===== config.mk =====
export PLATFORM = sky130hd
export DESIGN_NAME = vio_reg_bridge
export DESIGN_NICKNAME = d
export VERILOG_FILES = /design/src/rtl/vio_reg_bridge.sv
export SDC_FILE = /design/constraint.sdc
export NUM_CORES = 1
export LEC_CHECK = 0
export BUFFER_PORTS_ARGS = -buffer_cell sky130_fd_sc_hd__buf_2
export CORE_ASPECT_RATIO = 1.25
export CORE_MARGIN = 5
export CORE_UTILIZATION = 30
export CTS_BUF_LIST = sky130_fd_sc_hd__clkbuf_4
export DETAILED_ROUTE_END_ITERATION = 16
export GPL_TIMING_DRIVEN = 0
export PLACE_DENSITY = 0.52
export SYNTH_ARGS = -nofsm -noshare
export SYNTH_HDL_FRONTEND = slang
export SYNTH_SLANG_ARGS = --single-unit

===== constraint.sdc =====
create_clock -name clk -period 3.51 [get_ports clk]
set_clock_uncertainty 0.2 [all_clocks]
set_input_delay 0.1755 -clock clk [delete_from_list [all_inputs] [get_ports clk]]
set_output_delay 0.1755 -clock clk [all_outputs]
set_load 0.01 [all_outputs]

===== src/rtl/vio_reg_bridge.sv =====
// -----------------------------------------------------------------------------
// vio_reg_bridge
//
// Register bridge between the ChipScope VIO core and the fabric. The VIO output
// bus is asynchronous to clk and is resynchronised here. A rising edge on one
// of the request bits becomes a single register read or write. Writes go to a
// bank of NREGS configuration words. Reads return a configuration word or a
// status word. Results go back to the VIO input bus.
//
// Handshake (software <-> bridge). Requests are level based, not valid/ready:
//   1. Software sets wdata and addr.
//   2. It waits at least 3 clk cycles, then raises exactly one of wr_req/rd_req.
//   3. The bridge executes once and then inverts ack_tgl. It also inverts
//      ack_tgl on an addressing error.
//   4. Software drops the req bit. The bridge accepts no new request until both
//      synchronised req bits have been seen low.
//   Raising both req bits in the same cycle counts as an error. It is not
//   acknowledged.
//
// Ports:
//   clk, rst     system clock; synchronous active-high reset
//   vio_out      {rd_req, wr_req, addr[7:0], wdata[DW-1:0]} from VIO (async)
//   status_in    NREGS read-only status words, word i at [i*DW +: DW] (clk domain)
//   cfg_regs     NREGS configuration words, word i at [i*DW +: DW]
//   cfg_wr_stb   one-cycle pulse per successful config write
//   cfg_wr_addr  address of the last successful write, held
//   vio_in       {err_cnt[5:0], busy, ack_tgl, rd_data[DW-1:0]} to VIO
//   dbg_state    current FSM state (IDLE=0, LATCH=1, EXEC=2, WAIT_LOW=3)
// -----------------------------------------------------------------------------
module vio_reg_bridge #(
  parameter int NREGS = 8,
  parameter int DW    = 16
) (
  input  logic                clk,
  input  logic                rst,
  input  logic [DW+9:0]       vio_out,
  input  logic [NREGS*DW-1:0] status_in,
  output logic [NREGS*DW-1:0] cfg_regs,
  output logic                cfg_wr_stb,
  output logic [7:0]          cfg_wr_addr,
  output logic [DW+7:0]       vio_in,
  output logic [1:0]          dbg_state
);

  typedef enum logic [1:0] {
    IDLE     = 2'd0,
    LATCH    = 2'd1,
    EXEC     = 2'd2,
    WAIT_LOW = 2'd3
  } state_t;

  localparam logic [7:0] NREGS_A  = 8'(NREGS);
  localparam logic [7:0] NREGS2_A = 8'(2 * NREGS);

  state_t state, state_nx;

  // Synchroniser stages and the previous value of the synchronised req bits.
  logic [DW+9:0] sync1, s2;
  logic [1:0]    s2_d;       // {rd, wr}
  logic [1:0]    req_s2;     // {rd, wr}
  logic [1:0]    rise;
  logic [1:0]    prime_cnt;
  logic          primed;

  // Fields latched from the synchronised bus when a request is accepted.
  logic [DW-1:0] lat_wdata;
  logic [7:0]    lat_addr;
  logic          lat_wr;

  logic [DW-1:0] cfg_q [NREGS];
  logic [DW-1:0] rd_data;
  logic          ack_tgl;
  logic [5:0]    err_cnt;

  // Decoded FSM actions.
  logic          capture, busy, err_inc;
  logic          exec_wr, exec_rd_cfg, exec_rd_sts;
  logic          addr_cfg, addr_sts;
  logic [DW-1:0] cfg_word, sts_word;

  assign req_s2 = s2[DW+9:DW+8];
  assign rise   = req_s2 & ~s2_d;

  // After reset the synchroniser still holds zeros. A request held high across
  // reset would look like "low, then rise". WAIT_LOW therefore waits until
  // real input values have reached s2 before it trusts a low level.
  assign primed = (prime_cnt == 2'd2);

  assign addr_cfg = (lat_addr < NREGS_A);
  assign addr_sts = (lat_addr >= NREGS_A) && (lat_addr < NREGS2_A);

  always_comb begin
    cfg_word = '0;
    sts_word = '0;
    for (int i = 0; i < NREGS; i++) begin
      if (lat_addr == 8'(i))         cfg_word = cfg_q[i];
      if (lat_addr == 8'(NREGS + i)) sts_word = status_in[i*DW +: DW];
    end
  end

  // FSM state register.
  always_ff @(posedge clk) begin
    if (rst) state <= WAIT_LOW;
    else     state <= state_nx;
  end

  // Next state and decoded actions.
  always_comb begin
    state_nx    = state;
    capture     = 1'b0;
    busy        = 1'b0;
    err_inc     = 1'b0;
    exec_wr     = 1'b0;
    exec_rd_cfg = 1'b0;
    exec_rd_sts = 1'b0;
    case (state)
      IDLE: begin
        if (rise[0] ^ rise[1]) begin
          capture  = 1'b1;
          state_nx = LATCH;
        end else if (rise[0] & rise[1]) begin
          err_inc  = 1'b1;
          state_nx = WAIT_LOW;
        end
      end
      LATCH: begin
        busy     = 1'b1;
        state_nx = EXEC;
      end
      EXEC: begin
        busy     = 1'b1;
        state_nx = WAIT_LOW;
        if (lat_wr && addr_cfg)       exec_wr     = 1'b1;
        else if (!lat_wr && addr_cfg) exec_rd_cfg = 1'b1;
        else if (!lat_wr && addr_sts) exec_rd_sts = 1'b1;
        else                          err_inc     = 1'b1;
      end
      WAIT_LOW: begin
        if (primed && (req_s2 == 2'b00)) state_nx = IDLE;
      end
      default: state_nx = WAIT_LOW;
    endcase
  end

  // Datapath.
  always_ff @(posedge clk) begin
    if (rst) begin
      sync1       <= '0;
      s2          <= '0;
      s2_d        <= '0;
      prime_cnt   <= '0;
      lat_wdata   <= '0;
      lat_addr    <= '0;
      lat_wr      <= 1'b0;
      cfg_wr_addr <= '0;
      rd_data     <= '0;
      ack_tgl     <= 1'b0;
      err_cnt     <= '0;
      for (int i = 0; i < NREGS; i++) cfg_q[i] <= '0;
    end else begin
      sync1 <= vio_out;
      s2    <= sync1;
      s2_d  <= req_s2;
      if (!primed) prime_cnt <= prime_cnt + 2'd1;

      if (capture) begin
        lat_wdata <= s2[DW-1:0];
        lat_addr  <= s2[DW+7:DW];
        lat_wr    <= rise[0];
      end

      // The address is loaded on entry to EXEC so that it is already valid
      // while cfg_wr_stb is high.
      if (state == LATCH && lat_wr && addr_cfg) cfg_wr_addr <= lat_addr;

      if (state == EXEC) ack_tgl <= ~ack_tgl;

      if (exec_wr) begin
        rd_data <= lat_wdata;
        for (int i = 0; i < NREGS; i++)
          if (lat_addr == 8'(i)) cfg_q[i] <= lat_wdata;
      end else if (exec_rd_cfg) begin
        rd_data <= cfg_word;
      end else if (exec_rd_sts) begin
        rd_data <= sts_word;
      end

      if (err_inc && err_cnt != 6'd63) err_cnt <= err_cnt + 6'd1;
    end
  end

  for (genvar g = 0; g < NREGS; g++) begin : g_cfg
    assign cfg_regs[g*DW +: DW] = cfg_q[g];
  end

  assign cfg_wr_stb = exec_wr;
  assign vio_in     = {err_cnt, busy, ack_tgl, rd_data};
  assign dbg_state  = state;

endmodule


==> results of run 1 <==
cell families after synthesis:
family | count (synthesis)
adder cells (fa/ha/maj) | 8
flip-flops | 242
AO/OA/AOI/OAI | 184
buffers and inverters | 98
XOR/XNOR | 4
AND/OR/NAND/NOR | 358
multiplexers | 76
where the power goes:
group	switching [uW]	total [uW]	internal, uW
sequential	96.5	3200	3110
clock	1180	2330	1150
combinational	561	1030	464
total	1840	6560	4720
worst max-delay path, stage by stage, from the launching register on:
cell	delay [ns]
dfxtp_1	0.31
buf_2	0.24
buf_4	0.30
buf_2	0.33
nor2b_1	0.62
nand2_2	0.31
buf_2	0.31
nand2_2	0.44
cells in the mapped netlist, drive strengths merged, types with 3 or more instances:
master   number
a2111oi       3
a211oi       16
a21oi        40
a221oi        8
a22oi        13
a2bb2oi       3
a311oi        5
a31oi         7
and2          9
and3b         3
buf          38
clkbuf       32
dfxtp       114
edfxtp      128
ha            8
inv          26
mux2         26
mux2i        31
mux4         19
nand2       100
nand2b        6
nand3        12
nand3b        3
nor2        145
nor2b        58
nor3          3
nor4          4
o2111ai       3
o211ai       12
o21ai        14
o221ai       12
o22ai        28
or2           3
or3           8
xnor2         3
stage by stage:
stage                     std cells  area [sq um]  worst slack, ns  total power, uW  util, %
after floorplan                 970         10700            0.116             3750        -
after global placement         1762         12900            -1.84             4170     36.4
after detailed placement       1764         12900           -0.560             4190     36.6
after CTS                      1984         14800           0.0345             6600     41.9
after global routing           1986         14800          0.00114             6830     42.0
final                          1986         14800           0.0704             6560     42.0
worst min-delay path by stage:
stage | start | slack (ns) | cells after the start | to
2_1_floorplan | vio_out[0] | 0.10 | 1 | sync1[0]
6_report | status_in[44] | 0.05 | 5 | rd_data[12]
3_5_place_dp | vio_out[13] | 0.19 | 2 | sync1[13]
5_1_grt | vio_out[17] | 0.04 | 3 | sync1[17]
4_1_cts | status_in[30] | 0.01 | 5 | rd_data[14]
3_3_place_gp | vio_out[6] | 0.19 | 2 | sync1[6]
what timing repair did:
action / 4_1_cts / 5_1_grt
gates cloned: 0 / 0
resized for setup: 7 / 9
endpoints found under the hold margin: 42 / 0
hold buffers: 113 / 0
pin swaps: 0 / 0
setup endpoints to repair: 79 / 6
layer usage:
metal | part of all wire, % | vias to the layer above
met1 | 37 | 4956
met3 | 8.9 | 100
met5 | 0 | -
met4 | 4.4 | 0
met2 | 50 | 528
li1 | - | 4538
state kept, by name, summed over array words and instances, names as in the netlist:
| signal | flops |
|---|---|
| lat_addr | 8 |
| cfg_wr_addr | 8 |
| lat_wr | 1 |
| err_cnt | 6 |
| cfg_q | 128 |
| s2 | 26 |
| dbg_state | 2 |
| s2_d | 2 |
| prime_cnt | 2 |
| lat_wdata | 16 |
| sync1 | 26 |
| ack_tgl | 1 |
| rd_data | 16 |
cell usage in the layout (no fill, tap or decap), drive strengths merged, types with 4 or more instances in the layout:
| master | instances |
|---|---|
| buf | 354 |
| a22oi | 13 |
| nand3 | 12 |
| o221ai | 12 |
| ha | 8 |
| a31oi | 7 |
| mux4 | 19 |
| o21ai | 14 |
| nand2b | 6 |
| a211oi | 16 |
| a311oi | 5 |
| edfxtp | 128 |
| dlygate4sd3 | 113 |
| o211ai | 12 |
| nor2b | 58 |
| and2 | 9 |
| a21oi | 40 |
| mux2 | 26 |
| or3 | 8 |
| clkbuf | 114 |
| nor4 | 4 |
| nor2 | 145 |
| a221oi | 8 |
| mux2i | 31 |
| clkinv | 28 |
| nand2 | 100 |
| inv | 27 |
| dfxtp | 114 |
| o22ai | 28 |
final cells by class:
type / count / area share [%]
clock buffers: 81 / 4.10
well taps: 474 / 4.00
repair buffers: 433 / 18.6
flip-flops and latches: 242 / 41.3
diodes: 2 / 0.0337
plain buffers: 67 / 2.23
clock inverters: 29 / 0.953
multi-input cells: 630 / 28.0
inverters: 28 / 0.717
==> results.ini, run 1 <==
[logic_synthesis]
synth_ff_type=edfxtp_1
synth_top_area_share_pct=35.9
synth-edff-count=128
synth_top_family_by_area=simple AND/OR/NAND/NOR gates
ys_ff_latch=242
yosys.area_share.simple_pct=15.7
avgSynthCellArea_sq_um=11.0
synth_top_area_cell=edfxtp_1
synthCells=970
async_flop_share_pct=0
syn-cell-area_sq_um=10700
synthMuxAreaShare_pct=9.64
synth_cell_types=65
synthXorXnorAreaFrac_pct=0.327
synth.area.top_cells=edfxtp_1 (36%), dfxtp_1 (21%), nor2_1 (5.1%)
synthAdderAreaFrac_pct=0.936
yosysWarnings=0
synth-seq-area-share_pct=57.3
synth_compound_area_share_pct=12.0
synth_nets=1134

[place]
place_hpwl_um=36100
gp_congestion=0.938
portBuffers=318

[floorplan]
rows=77
dieWidth_um=179
start_util_pct=30.3
coreArea_sq_um=35400
dieHeight_um=221
die-area_sq_um=39600
ioPinCount=319

[detailed_routing]
antenna_left=0
dr.pass1.iters=5
drt-vias-per-instance=5.10
drt-total-wl_um=48000
vias=10100
drc_errors=0
wl_per_cell_um=24.2
drtIter0Drc=885

[sta]
worst_pin_slew_ns=1.11
fmax_mhz=291
fin_setup_tns_ns=0
setup_violations=0
holdWs_ns=0.0530
post-route-period-util_pct=98.0
hold_violations=0
drv_slew=0
rsz0062_at_grt=false
slew_headroom_pct=26.2
post-route-min-period_ns=3.44

[clock_tree]
cts_made_buffers=60
cts_root_buffer=clkbuf_4
path_clk_slew_ns=0.08
ctsLongestPathBuffers=3
cts_sinks=242
post-cts-setup-buffer-count=0
clkLatencyLatePin_ns=0.74
cts_tree=built
htree_num_levels=2

[global_routing]
top_usage_layer=met2
gr-usage-all-layers_pct=23.2
grt_use_met2_pct=40.1
grt_pass1_wl_um=67200
grt_max_degree=20
gr-usage-met1_pct=27.0
antenna_found_initial=2
overflow=0
grtUsageMet3_pct=5.92
grt_pass1_vias=10100

[worst_setup_path]
regToRegEndpoint=cfg_q[0][29]
critPathArrivalTime_ns=3.60
regToRegSetupSlack_ns=0.07
cp-end-kind=register
worstSetupPathType=reg -> reg
reg2reg_depth=7
cp-startpoint=lat_addr[0]
reg2reg_from=lat_addr[0]
cp-endpoint=cfg_q[0][29]
required_ns=3.67
crit_path_max_fanout=16
critical_path.startpoint_type=register

[layout]
drive_above_1_share_pct=33.7
nets=1626
nFillCells=3537
multiInputGateArea_sq_um=4160
seq_area_sq_um=6130
syn_to_final_growth_pct=38.7

[power_and_ir_drop]
power.density_nw_per_um2=442
peakVddDrop_uv=215
leakagePower_uw=0.00601

[flow_run]
maxCapViolCount=0

[status]
outcome=finished clean

[min_path]
hp-class=in -> reg

(Power assumes the default switching activity.)
==> inputs of run 2 (changes only) <==
- CORE_ASPECT_RATIO: 1.25 -> not set
- CTS_CLUSTER_SIZE: not set -> 40
- SLEW_MARGIN: not set -> 0
==> run 2 against run 1 <==
Compared with the run above: via count grew 0.12%; clock power is 21% higher; count of clock-buffer cells in the layout is 12 higher; highest routed layer unchanged; sequential power hardly changed; critical path type unchanged; non-clock buffer count down 30; largest power group unchanged; largest cell class unchanged; cell area is 0.57% lower.
==> results.ini, run 2 (synthesis results as in run 1) <==
[status]
outcome=finished clean

[floorplan]
dieWidth_um=199  ; +11%
coreArea_sq_um=35400  ; +0.11%
rows=69  ; -10%
start_util_pct=30.2  ; -0.033 points
ioPinCount=319  ; unchanged
dieHeight_um=199  ; -10%
die-area_sq_um=39500  ; about the same

[place]
portBuffers=318  ; unchanged
gp_congestion=0.839  ; -11%
place_hpwl_um=37200  ; +3.2%

[worst_setup_path]
critical_path.startpoint_type=register
crit_path_max_fanout=16  ; unchanged
required_ns=3.66  ; about the same
critPathArrivalTime_ns=3.55  ; -0.05 ns
cp-end-kind=register
worstSetupPathType=reg -> reg

[layout]
fin_util_pct=41.7  ; -0.28 points
largest_registers=cfg_q x128, s2 x26, sync1 x26
nets=1605  ; -1.3%
drive_above_1_share_pct=35.6  ; +1.9 points
layout.cells.most_common_list=buf_2 (336), nor2_1 (144), edfxtp_1 (128), dfxtp_1 (114), clkbuf_4 (95)
largest_reg_flops=128  ; unchanged
mostFrequentLayoutCell=buf_2
nFillCells=3568  ; +0.88%
top_register=cfg_q
syn_to_final_growth_pct=37.9

[sta]
hold_violations=0  ; unchanged
rsz0062_at_grt=false
setup_violations=0  ; unchanged
fin_setup_tns_ns=0  ; unchanged
fmax_mhz=294  ; +1.0%
slew_headroom_pct=31.0  ; +4.8 points
post-route-min-period_ns=3.41  ; -0.0344 ns
worst_pin_slew_ns=1.04  ; -0.0717 ns
post-route-period-util_pct=97.0  ; -0.98 points
drv_slew=0  ; unchanged
holdWs_ns=0.0417  ; -0.0112 ns

[clock_tree]
post-cts-setup-buffer-count=0  ; unchanged
clkLatencyLatePin_ns=0.69  ; -0.05 ns
path_clk_slew_ns=0.06  ; -0.02 ns
cts_tree=built
cts_root_buffer=clkbuf_4
cts_sinks=242  ; unchanged
ctsLongestPathBuffers=3  ; unchanged
htree_num_levels=3  ; +1
cts_made_buffers=69  ; +15%

[power_and_ir_drop]
clock_power_share_pct=40.1  ; +4.6 points
p_comb_share_pct=14.5  ; -1.1 points
switching_share_pct=26.9  ; -1.1 points
seqPwrFrac_pct=45.4  ; -3.5 points
leakagePower_uw=0.00601  ; -0.14%
internal_power_uw=5150  ; +9.2%
power.density_nw_per_um2=478  ; +8.1%
fin_total_pwr_uw=7050  ; +7.5%
peakVddDrop_uv=219  ; +1.5%
p_sw_uw=1900  ; +3.1%

[detailed_routing]
drc_errors=0  ; unchanged
dr.pass1.iters=5  ; unchanged
antenna_left=0  ; unchanged
drtIter0Drc=808  ; -8.7%
vias=10100  ; +0.12%
drt-vias-per-instance=5.20  ; +2.1%
drt-total-wl_um=49500  ; +3.1%
wl_per_cell_um=25.4  ; +5.1%

[flow_run]
maxCapViolCount=0  ; unchanged

[global_routing]
grt_max_degree=20  ; unchanged
grt_pass1_vias=10300  ; +1.9%
antenna_found_initial=2  ; unchanged
overflow=0  ; unchanged
gr-usage-all-layers_pct=24.3  ; +1.1 points
grt_pass1_wl_um=69200  ; +3.0%

[min_path]
hp-class=in -> reg

## run 2: what timing repair did
item                                    4_1_cts  5_1_grt
hold buffers                                 82        0
endpoints found under the setup margin      106      114
hold endpoints to repair                     41        0
resized for setup                            14       14
## run 2: per-layer routing
metal,GRT usage [%],wire length (um)
met5,0,0
met3,6.28,4780
met2,40.1,23200
met4,7.65,1340
met1,31.4,20200
## run 2: power groups by stage
stage          sequential, uW  combinational [uW]  clock, uW
2_1_floorplan            3270                 476          0
3_5_place_dp             3260                 939          0
6_report                 3200                1020       2820
3_3_place_gp             3260                 922          0
5_1_grt                  3210                1100       3050
4_1_cts                  3200                1020       2880
## run 2: area by class of cell
type / count / area [sq um] / area share [%]
tap: 461 / 577 / 3.91
inverter: 28 / 106 / 0.721
sequential: 242 / 6130 / 41.5
clock inverter: 22 / 221 / 1.50
multi-input combinational: 630 / 4200 / 28.5
antenna: 2 / 5.00 / 0.0339
timing repair buffer: 402 / 2470 / 16.7
clock buffer: 93 / 698 / 4.73
buffer: 68 / 352 / 2.38
## run 2: final timing paths
check / slack (ns) / cells past startpoint / from / end
hold reg to reg: 0.21 / 1 / sync1[8] / s2[8]
setup / recovery: 0.10 / 6 / lat_addr[1] / cfg_q[0][44]
setup reg to reg: 0.10 / 6 / lat_addr[1] / cfg_q[0][44]
hold / removal: 0.04 / 6 / status_in[97] / rd_data[1]
## run 2: metrics by stage
stage,setup slack [ns],cell area (sq um),cells
after floorplan,0.116,10700,970
after global placement,-2.25,12900,1749
after detailed placement,-0.611,12900,1751
after CTS,0.0170,14700,1947
after global routing,0.00545,14700,1947
final,0.105,14700,1948
## run 2: worst max-delay path: stages, from the launching register on
cell,delay [ns]
dfxtp_1,0.37
buf_2,0.31
clkdlybuf4s15_2,0.57
buf_2,0.52
nand3_2,0.37
buf_2,0.36
nand2_4,0.34
